<file path="config.mk">
export PLATFORM = sky130hd
export DESIGN_NAME = serial_word_receiver
export DESIGN_NICKNAME = d
export VERILOG_FILES = /design/src/rtl/serial_pkg.sv /design/src/rtl/rx_bit_counter.sv /design/src/rtl/serial_word_receiver.sv
export SDC_FILE = /design/constraint.sdc
export NUM_CORES = 1
export LEC_CHECK = 0
export CAP_MARGIN = 20
export CORE_MARGIN = 1.5
export CORE_UTILIZATION = 30
export DETAILED_ROUTE_END_ITERATION = 8
export GPL_TIMING_DRIVEN = 0
export PLACE_DENSITY = 0.6
export SLEW_MARGIN = 20
export SYNTH_ARGS = -nofsm -noshare
export SYNTH_HDL_FRONTEND = slang
export SYNTH_HIERARCHICAL = 1
export SYNTH_SLANG_ARGS = --single-unit
export TNS_END_PERCENT = 5
</file>
<file path="constraint.sdc">
create_clock -name clk -period 3.07 [get_ports clk]
set_clock_uncertainty 0.05 [all_clocks]
set_input_delay 0.4605 -clock clk [delete_from_list [all_inputs] [get_ports clk]]
set_output_delay 0.4605 -clock clk [all_outputs]
set_load 0.05 [all_outputs]
</file>
<file path="src/rtl/serial_pkg.sv">
// Shared definitions for the serial link: receiver FSM encodings and default frame geometry.
// Also imported by the transmitter-side wrapper.
package serial_pkg;

  localparam int WIDTH_DEF = 8;
  localparam int CNT_W_DEF = 3;

  typedef enum logic {
    ST_IDLE = 1'b0,
    ST_RECV = 1'b1
  } rx_state_e;

endpackage

</file>
<file path="src/rtl/rx_bit_counter.sv">
// Bit counter for the serial receiver: sync clear, enable, and a terminal flag on the last bit.
// It wraps back to zero when it counts past the last bit, so a completed frame leaves it ready for the next one.
module rx_bit_counter
  import serial_pkg::*;
#(
  parameter int WIDTH = WIDTH_DEF,
  parameter int CNT_W = CNT_W_DEF
) (
  input  logic             clk,
  input  logic             reset,
  input  logic             clr,
  input  logic             en,
  output logic [CNT_W-1:0] cnt,
  output logic             terminal
);

  localparam logic [CNT_W-1:0] LAST_CNT = CNT_W'(WIDTH - 1);

  logic [CNT_W-1:0] cnt_r;

  assign cnt      = cnt_r;
  assign terminal = (cnt_r == LAST_CNT);

  // Bit position within the current frame; clear has priority over counting.
  always_ff @(posedge clk) begin
    if (reset) begin
      cnt_r <= {CNT_W{1'b0}};
    end else if (clr) begin
      cnt_r <= {CNT_W{1'b0}};
    end else if (en) begin
      if (terminal) begin
        cnt_r <= {CNT_W{1'b0}};
      end else begin
        cnt_r <= cnt_r + {{(CNT_W-1){1'b0}}, 1'b1};
      end
    end else begin
      cnt_r <= cnt_r;
    end
  end

endmodule

</file>
<file path="src/rtl/serial_word_receiver.sv">
// Serial-in/parallel-out receiver: rebuilds LSB-first words and presents them on a held
// output register with a valid/ready handshake and a sticky overrun flag.
module serial_word_receiver
  import serial_pkg::*;
#(
  parameter int WIDTH = WIDTH_DEF,
  parameter int CNT_W = CNT_W_DEF
) (
  input  logic             clk,
  input  logic             reset,
  input  logic             serial_in,
  input  logic             bit_en,
  input  logic             start,
  input  logic             ready,
  input  logic             clr_ovr,
  output logic [WIDTH-1:0] word_out,
  output logic             valid,
  output logic             busy,
  output logic             overrun
);

  rx_state_e        state_r;
  logic [WIDTH-1:0] shreg_r;
  logic [WIDTH-1:0] word_r;
  logic             valid_r;
  logic             overrun_r;

  logic             recv_bit_s;
  logic             complete_s;
  logic             terminal_s;
  logic [CNT_W-1:0] cnt_s;
  logic [WIDTH-1:0] shift_next_s;

  assign recv_bit_s   = (state_r == ST_RECV) && bit_en;
  assign complete_s   = recv_bit_s && terminal_s;
  assign shift_next_s = {serial_in, shreg_r[WIDTH-1:1]};

  rx_bit_counter #(
    .WIDTH (WIDTH),
    .CNT_W (CNT_W)
  ) u_bit_counter (
    .clk      (clk),
    .reset    (reset),
    .clr      (start),
    .en       (recv_bit_s),
    .cnt      (cnt_s),
    .terminal (terminal_s)
  );

  // Frame FSM and shift register; a start always (re)opens a frame, even on the completing bit.
  always_ff @(posedge clk) begin
    if (reset) begin
      state_r <= ST_IDLE;
      shreg_r <= {WIDTH{1'b0}};
    end else if (start) begin
      state_r <= ST_RECV;
      shreg_r <= {WIDTH{1'b0}};
    end else if (recv_bit_s) begin
      shreg_r <= shift_next_s;
      state_r <= terminal_s ? ST_IDLE : ST_RECV;
    end else begin
      state_r <= state_r;
      shreg_r <= shreg_r;
    end
  end

  // Output word register: a word completing against an unconsumed, unaccepted word is dropped.
  always_ff @(posedge clk) begin
    if (reset) begin
      word_r    <= {WIDTH{1'b0}};
      valid_r   <= 1'b0;
      overrun_r <= 1'b0;
    end else begin
      if (complete_s && (!valid_r || ready)) begin
        word_r  <= shift_next_s;
        valid_r <= 1'b1;
      end else if (valid_r && ready) begin
        valid_r <= 1'b0;
      end else begin
        valid_r <= valid_r;
      end

      if (complete_s && valid_r && !ready) begin
        overrun_r <= 1'b1;
      end else if (clr_ovr) begin
        overrun_r <= 1'b0;
      end else begin
        overrun_r <= overrun_r;
      end
    end
  end

  assign word_out = word_r;
  assign valid    = valid_r;
  assign busy     = (state_r == ST_RECV);
  assign overrun  = overrun_r;

endmodule

</file>
==> results.yml, run 1 <==
worst_setup_path:
  cp_cell_sequence: "clkdlybuf4s50_1"
  r2r_slack_ps: 1570
  critPathArrivalTime_ps: 1520
  ff2ff_path_depth: 5
  cp-end-kind: "output pin"
  worst-path-buf-inv: 1
  crit_slowest_cell: "clkdlybuf4s50_1"
  critical_path.max_fanout: 3
  crit_family: "buffers and inverters"
  cpPeakStageDelay_ps: 820
  reg2reg_from: "u_bit_counter/cnt[0]$_SDFFE_PP0P_"
  worst_ep_required_time_ps: 2560
  timing.rr.end: "word_out[3]$_SDFFE_PP0P_"
  start_kind: "flip-flop"
  worstSetupPathType: "flip-flop to output pin"
grt:
  grt_max_degree: 14
  antenna_found_initial: 0
  track_usage: 0.1110
  grt-ovfl-total: 0
  grt_pass1_vias: 623
  grt_pass1_wl_mm: 2.766
die:
  boundaryPins: 18
  fp.dieArea_um2: 3231
  core-area_um2: 2758
  die_h_um: 56.84
  die_w_um: 56.84
  placementRows: 19
  initial_core_util: 0.3153
place:
  dp_cells: 140
  dp_hpwl_mm: 1.124
  portBuffers: 17
  place_congestion: 0.6627
sta:
  rsz0062_at_grt: "no"
  period_share: 0.6615
  slew_headroom: 0.6676
  tns_ps: 0
  worst_pin_slew_ps: 497.1
  slew_violations: 0
  timing.final.crit_period_ps: 2031
  holdWs_ps: 424.8
  fmax_ghz: 0.4924
  setup_violations: 0
  hold_violations: 0
clocking:
  post_cts_buffers: 0
  cts_buffers: 3
  clock_latency_ps: 300
  cts-resized-gates: 0
  clk_pin_slew_worst_paths_ps: 120
  cts_tree: "done"
  clockRootBuffer: "clkbuf_4"
  ctsHoldBuffers: 0
  clock-sinks: 21
  ctsHtreeMaxLevel: 1
  clock_path_buffers: 2
worst_hold_path:
  hold_end: "shreg_r[1]$_SDFFE_PP0P_"
  hold_depth: 2
  worstHoldStart: "shreg_r[1]$_SDFFE_PP0P_"
  worstHoldPathType: "flip-flop to flip-flop"
logic_synthesis:
  synthCells: 92
  async_flop_share: 0
  synth_most_common_cell: "dfxtp_1"
  synth_flop_cell: "dfxtp_1"
  synth_edf_count: 0
  synth.area.top_cells: "dfxtp_1 (48%), nand2b_1 (12%), mux2i_1 (12%)"
  ys_seq_area_frac: 0.4835
  synth_nets: 101
  synth_commonest_cells: "dfxtp_1 (21), nand2b_1 (17), nand2_1 (15), mux2i_1 (10), a21oi_1 (9)"
  yosysUniqueCellTypes: 20
  ys_warn_count: 6
  synth_largest_area_cell: "dfxtp_1"
  yosysTopAreaCellShare: 0.4835
  synthesis.area_um2: 869.6
  synth_seq_cells: 21
  syn_avg_cell_area_um2: 9.452
route:
  totalWireLength_mm: 1.544
  drtIter0Drc: 15
  viasPerCell: 4.486
  vias: 646
  ant_nets: 0
  wire_per_inst_um: 10.72
  drc: 0
  drt_first_pass_iters: 4
power_and_ir_drop:
  power_density_nw_per_um2: 396.4
  p_leak_nw: 0.3650
  p_total_uw: 438.4
  ir_drop_mv: 0.1762
layout:
  final_util: 0.4011
  nFillCells: 288
  ff_latch_area_um2: 420.4
  fin_nets: 123
  multi_input_area_um2: 417.9
  area_delta_synth_final_pct: 27.19
  stdcell_count: 144
  drive_gt1_frac: 0.09735
  n_antenna_cell: 0
flow_run:
  cap_violations: 0
outcome:
  status: "finished clean"
sequential cells by signal, summed over array words and instances (netlist names):
name and flops:
word_out 8, shreg_r 7, u_bit_counter/cnt 3, valid 1, busy 1, overrun 1
worst max-delay path by stage:
stage / from / to / slack (ps) / cells after the start
after global routing: busy$_SDFFE_PP0P_ / busy / 960 / 1
after detailed placement: bit_en / u_bit_counter/cnt[0]$_SDFFE_PP0P_ / 1050 / 5
after global placement: bit_en / u_bit_counter/cnt[0]$_SDFFE_PP0P_ / 1080 / 5
after CTS: busy$_SDFFE_PP0P_ / busy / 1030 / 1
after floorplan: busy$_SDFFE_PP0P_ / u_bit_counter/cnt[0]$_SDFFE_PP0P_ / 1370 / 4
final: busy$_SDFFE_PP0P_ / busy / 1040 / 1
cells by family after synthesis:
| group | synth area share |
|---|---|
| fa+ha+maj | 0.02877 |
| simple gates | 0.2604 |
| compound gates | 0.07625 |
| buf+inv | 0.03596 |
| mux | 0.1151 |
| flops | 0.4834 |
per-stage QoR:
step	area [um2]	setup slack, ps
6_report	1106	1039
5_1_grt	1106	960.8
3_3_place_gp	1079	1076
4_1_cts	1106	1032
3_5_place_dp	1079	1047
2_1_floorplan	869.6	1366
power by group:
| group | internal (mW) | leakage, nW | total, mW | switching, mW |
|---|---|---|---|---|
| clock network | 0.0485 | 0.0177 | 0.131 | 0.0821 |
| registers | 0.274 | 0.169 | 0.275 | 0.00144 |
| logic | 0.0154 | 0.178 | 0.0325 | 0.0171 |
| total | 0.338 | 0.365 | 0.438 | 0.101 |
cell usage in the layout (no fill, tap or decap):
| master | synthesis | routed |
|---|---|---|
| mux2i_1 | 10 | 10 |
| or3b_1 | 1 | 1 |
| nor2_1 | 3 | 3 |
| buf_2 | 1 | 1 |
| a21oi_1 | 9 | 9 |
| nand2_1 | 15 | 15 |
| buf_6 | 1 | 1 |
| a211oi_2 | 1 | 1 |
| inv_2 | 1 | 1 |
| nand2b_1 | 17 | 17 |
| clkdlybuf4s50_1 | 0 | 17 |
| or2_0 | 1 | 1 |
| inv_1 | 1 | 1 |
| nor2b_2 | 1 | 1 |
| dfxtp_1 | 21 | 21 |
| clkbuf_1 | 2 | 2 |
| clkbuf_4 | 0 | 3 |
| nand2_2 | 1 | 1 |
| nor3b_2 | 1 | 1 |
| nor3_1 | 2 | 2 |
| a32oi_1 | 1 | 1 |
| ha_1 | 2 | 2 |
| clkinv_2 | 0 | 1 |
area by class of cell:
class / instances / share of cell area
Sequential cell: 21 / 0.3801
Multi-Input combinational cell: 65 / 0.3778
Timing Repair Buffer: 17 / 0.1538
Tap cell: 31 / 0.03507
Buffer: 4 / 0.02149
Clock buffer: 3 / 0.02036
Inverter: 2 / 0.006787
Clock inverter: 1 / 0.004525
layer usage:
layer	routed length, um	track usage
met1	780	0.1431
met2	696	0.1744
met3	49	0.02074
met4	17	0.05980
met5	0	0
Power figures use the tool's default switching activity.
==> run 2, diff against run 1 <==
clock period = 1.9 ns   (was 3.07 ns; I/O delays follow)
==> run 2 against run 1 <==
- worst hold slack hardly changed
- count of clock-buffer cells in the layout stayed put
- sequential power is 62% higher
- critical endpoint is now overrun
==> results.yml, run 2 (synthesis results as in run 1) <==
worst_hold_path:
  worstHoldStart: "shreg_r[1]$_SDFFE_PP0P_"
  hold_depth: 2
  hold_end: "shreg_r[1]$_SDFFE_PP0P_"
  worstHoldPathType: "flip-flop to flip-flop"
layout:
  final_util: 0.4020
  drive_gt1_frac: 0.09735
  final_common_cell: "dfxtp_1"
  fin_nets: 123
  area_delta_synth_final_pct: 27.48
  stdcell_count: 144
  n_antenna_cell: 0
  final_area_um2: 1109
  final_cell_mix: "dfxtp_1 (21), nand2b_1 (17), clkdlybuf4s50_1 (16), nand2_1 (15), mux2i_1 (10)"
  largest_reg_flops: 8
power_and_ir_drop:
  switching_power_uw: 162.3
  p_total_uw: 708.0
  clkPwrFrac: 0.297
  pwr-share-seq: 0.629
  ir_drop_mv: 0.2834
  p_leak_nw: 0.3773
  p_sw_frac: 0.2292
  power_frac_comb: 0.074
  internal-power_uw: 545.7
  power_density_nw_per_um2: 638.7
grt:
  grt-ovfl-total: 0
  antenna_found_initial: 0
  track_usage: 0.1110
  grt_pass1_vias: 623
  grt_pass1_wl_mm: 2.766
  grt_max_degree: 14
worst_setup_path:
  r2r_slack_ps: 400
  timing.rr.end: "word_out[3]$_SDFFE_PP0P_"
  cp.depth: 1
  critical_path.max_fanout: 2
  crit_family: "buffers and inverters"
  worstSetupPathType: "flip-flop to output pin"
  reg2reg_from: "u_bit_counter/cnt[0]$_SDFFE_PP0P_"
  crit_slowest_cell: "clkdlybuf4s50_1"
  start_kind: "flip-flop"
  cp-end-kind: "output pin"
  cpPeakStageDelay_ps: 800
  ff2ff_path_depth: 5
  critPathArrivalTime_ps: 1460
  worst-path-buf-inv: 1
  cp_cell_sequence: "clkdlybuf4s50_1"
  worst_ep_required_time_ps: 1560
place:
  portBuffers: 17
  place_congestion: 0.6627
  placed_area_um2: 1079
  dp_hpwl_mm: 1.124
  dp_cells: 140
die:
  die_w_um: 56.84
  fp.dieArea_um2: 3231
  initial_core_util: 0.3153
  placementRows: 19
  core-area_um2: 2758
  die_h_um: 56.84
  boundaryPins: 18
route:
  wire_per_inst_um: 10.79
  totalWireLength_mm: 1.554
  vias: 652
  drtIter0Drc: 12
  drc: 0
  drt_first_pass_iters: 4
  viasPerCell: 4.528
  ant_nets: 0
sta:
  hold_violations: 0
  slew_headroom: 0.6666
  period_share: 0.9433
  slew_violations: 0
  setup_violations: 0
  rsz0062_at_grt: "no"
  timing.final.crit_period_ps: 1792
  tns_ps: 0
  worst_pin_slew_ps: 499.3
  fmax_ghz: 0.5580
clocking:
  clock-sinks: 21
  cts_buffers: 3
  post_cts_buffers: 0
  clock_path_buffers: 2
  clock_latency_ps: 300
  clockRootBuffer: "clkbuf_4"
  cts_tree: "done"
  ctsHoldBuffers: 0
  ctsHtreeMaxLevel: 1
  clk_pin_slew_worst_paths_ps: 120
  cts-resized-gates: 0
flow_run:
  cap_violations: 0
outcome:
  status: "finished clean"
-- run 2: changes by cell type in the layout (fill, tap and decap cells not counted) --
cell	change
dlymetal6s2s_1	+1
clkdlybuf4s50_1	-1
-- run 2: cell type report --
cell class / instances / area (um2)
Timing Repair Buffer: 17 / 172.7
Inverter: 2 / 7.507
Clock inverter: 1 / 5.005
Clock buffer: 3 / 22.52
Tap cell: 31 / 38.79
Sequential cell: 21 / 420.4
Fill cell: 291 / 1649
Multi-Input combinational cell: 65 / 417.9
Buffer: 4 / 23.77
-- run 2: routing by layer --
layer | track usage | up-vias | part of all wire
met5 | 0 | - | 0
met4 | 0.05980 | 0 | 0.011
met3 | 0.02074 | 2 | 0.035
met2 | 0.1744 | 11 | 0.45
met1 | 0.1431 | 293 | 0.50
li1 | - | 346 | -
-- run 2: power groups by stage --
stage          clock (mW)  combinational, mW  sequential (mW)
2_1_floorplan           0             0.0234            0.460
5_1_grt             0.253             0.0564            0.446
3_5_place_dp            0             0.0538            0.455
4_1_cts             0.226             0.0536            0.445
6_report            0.211             0.0522            0.445
3_3_place_gp            0             0.0531            0.455
-- run 2: worst max-delay path by stage --
stage                               startpoint                           endpoint
after detailed placement                bit_en  u_bit_counter/cnt[0]$_SDFFE_PP0P_
after CTS                    busy$_SDFFE_PP0P_                               busy
after global placement                  bit_en  u_bit_counter/cnt[0]$_SDFFE_PP0P_
after global routing      overrun$_SDFFE_PP0P_                            overrun
final                     overrun$_SDFFE_PP0P_                            overrun
after floorplan              busy$_SDFFE_PP0P_  u_bit_counter/cnt[0]$_SDFFE_PP0P_
-- run 2: worst register-to-register path, cell delays in order, from the launching register on --
cell and delay (ps):
dfxtp_1 380, ha_1 160, ha_1 240, nor3b_2 210, buf_6 180, mux2i_1 200
-- run 2: per-stage QoR --
stage	hold WS (ps)	setup slack [ps]
2_1_floorplan	299.6	195.6
3_3_place_gp	399.3	81.35
6_report	424.8	107.7
4_1_cts	424.2	37.31
5_1_grt	455.8	29.61
3_5_place_dp	406.6	52.47
==> run 3, diff against run 2 <==
CORE_MARGIN = 5   (was 1.5)
DONT_BUFFER_PORTS = 1   (was not set)
PLACE_DENSITY = 0.52   (was 0.6)
==> run 3 against run 2 <==
- global-route usage shrank 2.4 points
- critical path depth increased by 3
- count of clock-buffer cells in the layout is 1 higher
- sequential share of layout area grew 6.2 points
- register-to-register slack lost 170 ps
- maximum frequency rose by 7.3%
- largest cell class unchanged
- first-iteration DRC count decreased by 25%
- clock power about the same
- critical endpoint is now u_bit_counter/cnt[0]$_SDFFE_PP0P_
- non-clock buffer count is 15 lower
- total power down 1.5%
- final cell count fell by 10%
- design area is 14% lower
==> results.yml, run 3 (synthesis results as in run 1) <==
outcome:
  status: "finished clean"
clocking:
  cts_buffers: 3
  clock-sinks: 21
  clock_latency_ps: 300
  cts_tree: "done"
  ctsHtreeMaxLevel: 1
  post_cts_buffers: 0
  clock_path_buffers: 2
  clk_pin_slew_worst_paths_ps: 110
  clockRootBuffer: "clkbuf_4"
die:
  boundaryPins: 18
  placementRows: 19
  core-area_um2: 2758
  fp.dieArea_um2: 4076
  initial_core_util: 0.3153
  die_h_um: 63.84
  die_w_um: 63.84
sta:
  rsz0062_at_grt: "no"
  hold_violations: 0
  setup_violations: 0
  fmax_ghz: 0.5986
  worst_pin_slew_ps: 516.6
  slew_headroom: 0.6551
  period_share: 0.8792
  tns_ps: 0
  timing.final.crit_period_ps: 1670
  slew_violations: 0
place:
  portBuffers: 0
  place_congestion: 0.7113
  placed_area_um2: 908.4
  dp_hpwl_mm: 1.162
power_and_ir_drop:
  power_density_nw_per_um2: 729.6
  p_leak_nw: 0.3097
  p_total_uw: 697.4
  ir_drop_mv: 0.3649
grt:
  grt_max_degree: 14
  grt_pass1_vias: 628
  track_usage: 0.08733
  grt_pass1_wl_mm: 2.856
  antenna_found_initial: 0
  grt-ovfl-total: 0
worst_setup_path:
  critPathArrivalTime_ps: 1850
  timing.rr.end: "u_bit_counter/cnt[0]$_SDFFE_PP0P_"
  worstSetupPathType: "flip-flop to flip-flop"
  start_kind: "flip-flop"
  worst_ep_required_time_ps: 2080
  cp-end-kind: "flip-flop"
  ff2ff_path_depth: 4
  critical_path.max_fanout: 13
  crit_start: "busy$_SDFFE_PP0P_"
  crit_end: "u_bit_counter/cnt[0]$_SDFFE_PP0P_"
  r2r_slack_ps: 230
  reg2reg_from: "busy$_SDFFE_PP0P_"
layout:
  n_antenna_cell: 0
  largest_reg_flops: 8
  drive_gt1_frac: 0.1122
  final_common_cell: "dfxtp_1"
  final_cell_mix: "dfxtp_1 (20), nand2b_1 (17), nand2_1 (15), mux2i_1 (10), a21oi_1 (9)"
  fin_nets: 108
  final_area_um2: 955.9
  area_delta_synth_final_pct: 9.928
worst_hold_path:
  worstHoldPathType: "primary input to flip-flop"
  hold_depth: 2
route:
  ant_nets: 0
  viasPerCell: 4.783
  vias: 617
  drt_first_pass_iters: 4
  totalWireLength_mm: 1.567
  drc: 0
  drtIter0Drc: 9
  wire_per_inst_um: 12.15
flow_run:
  cap_violations: 0
[run 3: cell types whose count changed in the layout (fill, tap and decap cells not counted)]
cell / delta
dlygate4sd3_1: +2
dfxtp_1: -1
dlymetal6s2s_1: -1
clkdlybuf4s50_1: -16
dfxtp_2: +1
clkinv_2: -1
clkbuf_1: +1
[run 3: what timing repair did]
item                                    4_1_cts  5_1_grt
endpoints found under the setup margin        1        0
hold buffers                                  2        0
hold endpoints to repair                      3        0
gates resized for setup                       1        0
[run 3: metal layers]
layer	GRT usage	routed length, um
met1	0.1022	670
met5	0	0
met2	0.1357	776
met3	0.02977	99
met4	0.05455	20
[run 3: how the worst min path moves through the flow]
stage | end | slack, ps | start
final | shreg_r[7]$_SDFFE_PP0P_ | 60 | serial_in
after global routing | shreg_r[7]$_SDFFE_PP0P_ | 40 | serial_in
after CTS | busy$_SDFFE_PP0P_ | 40 | start
after detailed placement | u_bit_counter/cnt[0]$_SDFFE_PP0P_ | 300 | reset
after global placement | u_bit_counter/cnt[0]$_SDFFE_PP0P_ | 300 | reset
after floorplan | u_bit_counter/cnt[0]$_SDFFE_PP0P_ | 300 | reset
[run 3: metrics by stage]
stage | utilization | worst slack [ps] | std cells | hold slack (ps)
CTS | 0.3466 | 219.3 | 129 | 41.85
global placement | 0.3294 | 47.82 | 123 | 300.4
floorplan | - | 195.6 | 92 | 299.6
global route | 0.3466 | 155.4 | 129 | 36.20
detailed placement | 0.3294 | 5.790 | 123 | 303.9
finish | 0.3466 | 229.5 | 129 | 55.97
[run 3: worst max-delay path, cell delays in order (launching register included)]
cell and delay [ps]:
dfxtp_2 530, nand2_2 200, inv_2 250, or3b_1 400, a211oi_2 180
[run 3: area by class of cell]
type / instances / area, um2
fillers: 285 / 1802
plain buffers: 4 / 23.77
multi-input cells: 65 / 417.9
flip-flops and latches: 21 / 421.7
well taps: 31 / 38.79
repair buffers: 2 / 20.02
clock buffers: 4 / 26.28
inverters: 2 / 7.507
[run 3: report_power, final]
| group | switching, mW | leakage, nW | internal, mW |
|---|---|---|---|
| registers | 0.00747 | 0.170 | 0.443 |
| clock network | 0.131 | 0.0150 | 0.0817 |
| logic | 0.0194 | 0.125 | 0.0146 |
